## src/rtl/timer_pkg.sv

```systemverilog
// Shared definitions for the DMG timer: register offsets, FSM states and
// the TAC clock-select lookup.
package timer_pkg;

  localparam logic [1:0] DIV_OFF  = 2'd0;
  localparam logic [1:0] TIMA_OFF = 2'd1;
  localparam logic [1:0] TMA_OFF  = 2'd2;
  localparam logic [1:0] TAC_OFF  = 2'd3;

  // Cycles TIMA sits at 0x00 after an overflow before the TMA reload.
  localparam int PEND_CYCLES = 4;
  localparam int PEND_W      = 2;

  typedef enum logic [1:0] {
    IDLE    = 2'd0,
    PENDING = 2'd1,
    RELOAD  = 2'd2
  } timer_state_t;

  function automatic logic [3:0] tac_sel_bit(input logic [1:0] clk_sel);
    logic [3:0] bit_idx;
    case (clk_sel)
      2'b00:   bit_idx = 4'd9;
      2'b01:   bit_idx = 4'd3;
      2'b10:   bit_idx = 4'd5;
      default: bit_idx = 4'd7;
    endcase
    return bit_idx;
  endfunction

endpackage

```

## src/rtl/gb_timer.sv

```systemverilog
// DMG timer: DIV/TIMA/TMA/TAC registers, delayed TIMA overflow reload with
// a one-cycle interrupt pulse, and the APU frame-sequencer tick.
//
// state   | meaning
// IDLE    | TIMA counts on falling edges of the selected tick
// PENDING | TIMA overflowed, reads 0x00 while pend_cnt runs down
// RELOAD  | TIMA just took TMA, irq_timer high for this cycle
module gb_timer
  import timer_pkg::*;
#(
  parameter logic [15:0] BASE_ADDR   = 16'hFF04,
  parameter int          APU_DIV_BIT = 12
) (
  input  logic        clk,
  input  logic        reset,
  input  logic [15:0] addr,
  input  logic [7:0]  wdata,
  input  logic        read_en,
  input  logic        write_en,
  output logic [7:0]  rdata,
  output logic        irq_timer,
  output logic        apu_tick
);

  logic [15:0]       sys_cnt;
  logic [7:0]        tima, tima_nxt;
  logic [7:0]        tma;
  logic [2:0]        tac;
  logic [PEND_W-1:0] pend_cnt, pend_nxt;
  timer_state_t      state, state_nxt;

  logic        tick_q, apu_q;
  logic        tick_sig, tick_fall;
  logic [15:0] addr_off;
  logic        reg_hit;
  logic        wr_div, wr_tima, wr_tma, wr_tac;

  assign addr_off = addr - BASE_ADDR;
  assign reg_hit  = (addr_off[15:2] == 14'd0);
  assign wr_div   = write_en & reg_hit & (addr_off[1:0] == DIV_OFF);
  assign wr_tima  = write_en & reg_hit & (addr_off[1:0] == TIMA_OFF);
  assign wr_tma   = write_en & reg_hit & (addr_off[1:0] == TMA_OFF);
  assign wr_tac   = write_en & reg_hit & (addr_off[1:0] == TAC_OFF);

  // Edge is taken on the gated signal so DIV resets and TAC changes can
  // produce the spurious increment real hardware shows.
  assign tick_sig  = sys_cnt[tac_sel_bit(tac[1:0])] & tac[2];
  assign tick_fall = tick_q & ~tick_sig;
  assign apu_tick  = apu_q & ~sys_cnt[APU_DIV_BIT];
  assign irq_timer = (state == RELOAD);

  always_ff @(posedge clk or negedge reset) begin
    if (!reset) begin
      sys_cnt <= 16'h0000;
      tick_q  <= 1'b0;
      apu_q   <= 1'b0;
    end else begin
      sys_cnt <= wr_div ? 16'h0000 : sys_cnt + 16'h0001;
      tick_q  <= tick_sig;
      apu_q   <= sys_cnt[APU_DIV_BIT];
    end
  end

  always_ff @(posedge clk or negedge reset) begin
    if (!reset) begin
      tma <= 8'h00;
      tac <= 3'b000;
    end else begin
      if (wr_tma) tma <= wdata;
      if (wr_tac) tac <= wdata[2:0];
    end
  end

  always_ff @(posedge clk or negedge reset) begin
    if (!reset) begin
      state    <= IDLE;
      pend_cnt <= '0;
      tima     <= 8'h00;
    end else begin
      state    <= state_nxt;
      pend_cnt <= pend_nxt;
      tima     <= tima_nxt;
    end
  end

  always_comb begin
    state_nxt = state;
    pend_nxt  = pend_cnt;
    tima_nxt  = tima;
    case (state)
      IDLE: begin
        if (wr_tima) begin
          tima_nxt = wdata;
        end else if (tick_fall) begin
          if (tima == 8'hFF) begin
            tima_nxt  = 8'h00;
            pend_nxt  = PEND_W'(PEND_CYCLES - 1);
            state_nxt = PENDING;
          end else begin
            tima_nxt = tima + 8'h01;
          end
        end
      end
      PENDING: begin
        if (wr_tima) begin
          tima_nxt  = wdata;
          state_nxt = IDLE;
        end else if (pend_cnt == '0) begin
          tima_nxt  = tma;
          state_nxt = RELOAD;
        end else begin
          pend_nxt = pend_cnt - 1'b1;
        end
      end
      RELOAD: begin
        // TIMA writes are dropped here; a TMA write lands in both registers.
        if (wr_tma) tima_nxt = wdata;
        state_nxt = IDLE;
      end
      default: state_nxt = IDLE;
    endcase
  end

  always_comb begin
    rdata = 8'hFF;
    if (read_en && reg_hit) begin
      case (addr_off[1:0])
        DIV_OFF:  rdata = sys_cnt[15:8];
        TIMA_OFF: rdata = tima;
        TMA_OFF:  rdata = tma;
        default:  rdata = {5'b11111, tac};
      endcase
    end
  end

endmodule
```

## config.mk

```make
export PLATFORM = sky130hd
export DESIGN_NAME = gb_timer
export DESIGN_NICKNAME = d
export VERILOG_FILES = /design/src/rtl/timer_pkg.sv /design/src/rtl/gb_timer.sv
export SDC_FILE = /design/constraint.sdc
export NUM_CORES = 1
export LEC_CHECK = 0
export ABC_AREA = 1
export CAP_MARGIN = 25
export CORE_ASPECT_RATIO = 0.75
export CORE_UTILIZATION = 57
export CTS_BUF_LIST = sky130_fd_sc_hd__clkbuf_4
export CTS_CLUSTER_SIZE = 25
export DETAILED_ROUTE_END_ITERATION = 10
export MAX_ROUTING_LAYER = met4
export PLACE_DENSITY = 0.84
export SLEW_MARGIN = 10
export SYNTH_ARGS = -nofsm -noshare
export SYNTH_HDL_FRONTEND = slang
export SYNTH_SLANG_ARGS = --single-unit
```

## constraint.sdc

```tcl
create_clock -name clk -period 2.35 [get_ports clk]
set_clock_uncertainty 0.05 [all_clocks]
set_input_delay 0.47 -clock clk [delete_from_list [all_inputs] [get_ports clk]]
set_output_delay 0.47 -clock clk [all_outputs]
set_load 0.02 [all_outputs]
```

Yosys cells after proc, flatten, opt, wreduce, memory -nomap -nowiden

Cells that the tools add are included.
W data, S select, Z words.

Mux-type cells: 25
Reduce and logical (&&, ||, !) cells: 11
Equality and inequality tests: 16
Magnitude comparators: 1
Add/subtract/negate cells: 4
Bitwise gates (word level): 10

Operators by type and width:

| kind                     | count |
|---|---|
| $mux W8                  | 7 |
| $pmux W8 S3              | 2 |
| $mux W2                  | 10 |
| $add A16 B1 Y16 const B  | 1 |
| $mux W16                 | 1 |
| $sub A16 B16 Y16 const B | 1 |
| $logic_not A14 Y1        | 1 |
| $pmux W4 S3              | 1 |
| $ne A2 B2 Y1 const B     | 5 |
| $add A8 B1 Y8 const B    | 1 |
| $and A1 B1 Y1            | 8 |
| $eq A2 B2 Y1 const B     | 4 |
| $eq A8 B8 Y1 const B     | 1 |
| $logic_not A2 Y1         | 4 |
| $pmux W2 S2              | 2 |
| $reduce_and A4 Y1        | 2 |
| $eq A2 B1 Y1 const B     | 3 |
| $ne A3 B3 Y1 const B     | 2 |
| $reduce_and A6 Y1        | 1 |
| $lt A4 B5 Y1 const B     | 1 |
| $bmux W1 S4              | 1 |
| $reduce_bool A3 Y1       | 1 |
| $ne A2 B1 Y1 const B     | 1 |
| $not A1 Y1               | 2 |
| other kinds (4)          | 4 |

Input port bits: 28
Bits in registers: 41

Logic depth before layout (Yosys ltp)

Word-level depth: 10
Depth in mapped cells: 16
Depth with buffers taken out: 14

Worst setup path after synthesis

No wires, ideal clock.

Kind: input -> output
From: in addr[6]
To: out rdata[4]
Setup slack: 0.251 ns
Path buffers: 1
Stages on the path: 8
Required time: 1.830 ns
Arrival time: 1.579 ns
Cell sequence: nor2_2 nand3_1 nor2_1 nand2_1 nor2_2 and3_1 clkbuf_1 o2111ai_1

Cells in the longest elaborated chain, start to end: 4

RTL lines:

| item                | RTL line        | text |
|---|---|---|
| from (decl)         | gb_timer.sv:16  | `input logic [15:0] addr,` |
| $sub A16 B16 Y16    | gb_timer.sv:38  | `assign addr_off = addr - BASE_ADDR;` |
| $logic_not A14 Y1   | gb_timer.sv:39  | `assign reg_hit = (addr_off[15:2] == 14'd0);` |
| $logic_and A1 B1 Y1 | gb_timer.sv:126 | `if (read_en && reg_hit) begin` |
| $mux W8             | gb_timer.sv:126 |  |
| to (decl)           | gb_timer.sv:20  | `output logic [7:0] rdata,` |

Every way passes these cells.

Worst setup path after layout

From: in addr[13]
To: out rdata[5]

The elaborated chain is that of the path after synthesis.

==> results.yml <==
status:
  status: "completed"
routing:
  routed_wl_mm: 7.80
  dr.pass1.iters: 5
  avgRoutedWirePerCell_um: 15.3
  num_vias: 2986
  ant_nets: 0
  post-route-drc-count: 0
  via_per_inst: 5.85
  drtIter0Drc: 350
pwr:
  p_per_area_mw_per_mm2: 774
  peakVddDrop_uv: 867
  power.total_mw: 2.70
  p_leak_nw: 1.72
cells_and_area:
  fin_cells: 510
  stdcell_area_mm2: 0.00349
  syn2layout_area_growth_pct: 25.2
  drive_gt1_share_pct: 22.5
  seqCellArea_mm2: 0.00103
  final_common_cell: "nand2_1"
  multiInputGateArea_mm2: 0.00158
  finalNetCount: 487
  layout_common_cells: "99 x nand2_1, 42 x inv_1, 41 x dfrtp_1"
  fill_cells: 351
  antenna_cells: 0
critical_path:
  crit_arrival_ns: 1.80
  crit_start: "addr[13]"
  critPathKind: "in2out"
  path_buf_inv: 3
  cp-start-kind: "primary input"
  r2r_slack_ns: 0.23
  worstPathCellList: "dlygate4sd2_1 -> nand2_1 -> nand3_2 -> nor2_2 -> nand2_1 -> nor2_2 -> and3_1 -> buf_6 -> nand3_1 -> buf_2"
  worstPathRequired_ns: 1.83
  cp_slowest_cell: "dlygate4sd2_1"
  worstReg2RegStart: "sys_cnt[0]$_DFF_PN0_"
  slowest_delay_ns: 0.25
  path_delay_family: "simple AND/OR/NAND/NOR gates"
  crit_fanout: 8
  cp-end-kind: "primary output"
yosys:
  yosysUniqueCellTypes: 42
  ys_seq_area_share_pct: 36.8
  synth_edf_count: 0
  synth_cells: 385
  synth_top_area_share_pct: 36.8
  ys.flop_type: "dfrtp_1"
  synth_area_leaders: "dfrtp_1 37%, nand2_1 14%, nand3_1 7.5%, inv_1 5.8%, nor2_1 4.0%"
  synthesis.nets: 420
  syn_area_per_cell_um2: 7.24
  yosys.area.top_type: "dfrtp_1"
  synthArstFlopShare_pct: 100
  yosysWarnings: 0
  synth-seq-cells: 41
  netlist_area_mm2: 0.00279
die:
  die_w_um: 82.7
  initial_core_util_pct: 60.9
  ioPinCount: 38
  chipHeight_um: 62.6
  num_rows: 21
  die_area_mm2: 0.00518
  core-area_mm2: 0.00457
timing:
  hold_viol: 0
  finalMaxSlewViolations: 0
  fmax_mhz: 432
  min_period_over_period_pct: 98.6
  period_minus_slack_ns: 2.32
  setup_viol: 0
  worst_pin_slew_ns: 0.520
  hold_slack_ns: 0.392
  relSlewSlack_pct: 65.1
placed_design:
  dp.cells: 497
  dpl_cell_area_mm2: 0.00340
  dp_hpwl_mm: 5.68
  portBuffers: 37
  place_congestion: 0.932
hold_path:
  hold_class: "reg2reg"
  hp-start: "sys_cnt[12]$_DFF_PN0_"
clocking:
  clk_pin_slew_ns: 0.13
  clk_path_buf_depth: 2
  numCtsBuffers: 5
  cts.sinks: 41
  clock-root-buffer: "clkbuf_4"
  h-tree-depth: 2
  cts_tree: "yes"
  clock_latency_ns: 0.35
global_route:
  grt_pass1_wl_mm: 12.9
  grt_max_degree: 26
  grt_overflow_total: 0
  grt.total_usage_pct: 33.5
  antenna_found_initial: 0
  grt_pass1_vias: 2869
run:
  cap_viol_max_count: 0
[per-layer routing]
| layer | routed length (um) | up-vias | global-route usage [%] |
|---|---|---|---|
| met5 | 0 | - | - |
| met2 | 3440 | 153 | 50.0 |
| met3 | 707 | 39 | 7.59 |
| met1 | 3310 | 1400 | 44.1 |
| li1 | - | 1394 | - |
| met4 | 337 | 0 | 12.7 |
[sequential cells by signal (all words and copies together) (netlist names)]
register	flops
tick_q	1
state	2
tma	8
tima	8
sys_cnt	16
apu_q	1
tac	3
pend_cnt	2
[where the power goes]
group / internal, mW / switching (mW) / leakage, nW
Sequential: 0.837 / 0.132 / 0.541
Combinational: 0.469 / 0.799 / 1.14
Clock: 0.220 / 0.241 / 0.0389
[path summary, 6_finish.rpt]
check                                        endpoint  cells after the start
worst max-delay path                         rdata[5]                     10
max in group asynchronous        state[1]$_DFFE_PN0P_                      3
min in group asynchronous       sys_cnt[15]$_DFF_PN0_                      2
worst max register to register  sys_cnt[14]$_DFF_PN0_                     12
worst min register to register        apu_q$_DFF_PN0_                      0
worst min-delay path                  apu_q$_DFF_PN0_                      0
[repair_timing]
action | CTS | global route
hold buffers | 1 | 0
pin swaps | 12 | 12
resized for setup | 66 | 26
hold endpoints to repair | 13 | 0
buffers inserted | 2 | 2
endpoints found under the setup margin | 8 | 8
[cell usage after synthesis, types with 4 or more instances]
library cell,number
nand3_1,42
nor2_1,30
a21oi_1,19
ha_1,7
o21ai_0,14
nand2_2,4
xor2_1,5
nor2_2,6
nor3_1,6
dfrtp_1,41
clkbuf_1,4
a221oi_1,4
mux2_2,5
nand2_1,103
inv_1,43
nand4_1,13
[final cells by class]
class	instances	share of cell area, %
Multi-Input combinational cell	286	45.3
Clock inverter	3	1.18
Clock buffer	5	1.08
Tap cell	57	2.04
Sequential cell	41	29.4
Timing Repair Buffer	71	15.9
Inverter	47	5.13
[logic make-up (layout without fill, tap and decap cells)]
logic type / after synthesis / in the layout / synth area share [%]
AOI/OAI and AO/OA: 49 / 49 / 10.1
xor gates and xnor gates: 6 / 6 / 1.89
adders and majority gates: 7 / 7 / 3.14
buffers and inverters: 58 / 126 / 8.94
DFF: 41 / 41 / 36.8
muxes: 5 / 5 / 2.02
and+or+nand+nor: 219 / 219 / 37.0
[per-stage QoR]
| step | TNS (ns) | setup slack [ns] | util [%] |
|---|---|---|---|
| final | 0 | 0.0329 | 76.3 |
| after global routing | -0.0788 | -0.0312 | 76.3 |
| after CTS | 0 | 0.0120 | 76.1 |
| after detailed placement | -11.43 | -0.648 | 74.3 |
| after global placement | -9.10 | -0.607 | 74.3 |
| after floorplan | 0 | 0.251 | - |
Power figures use the tool's default switching activity.
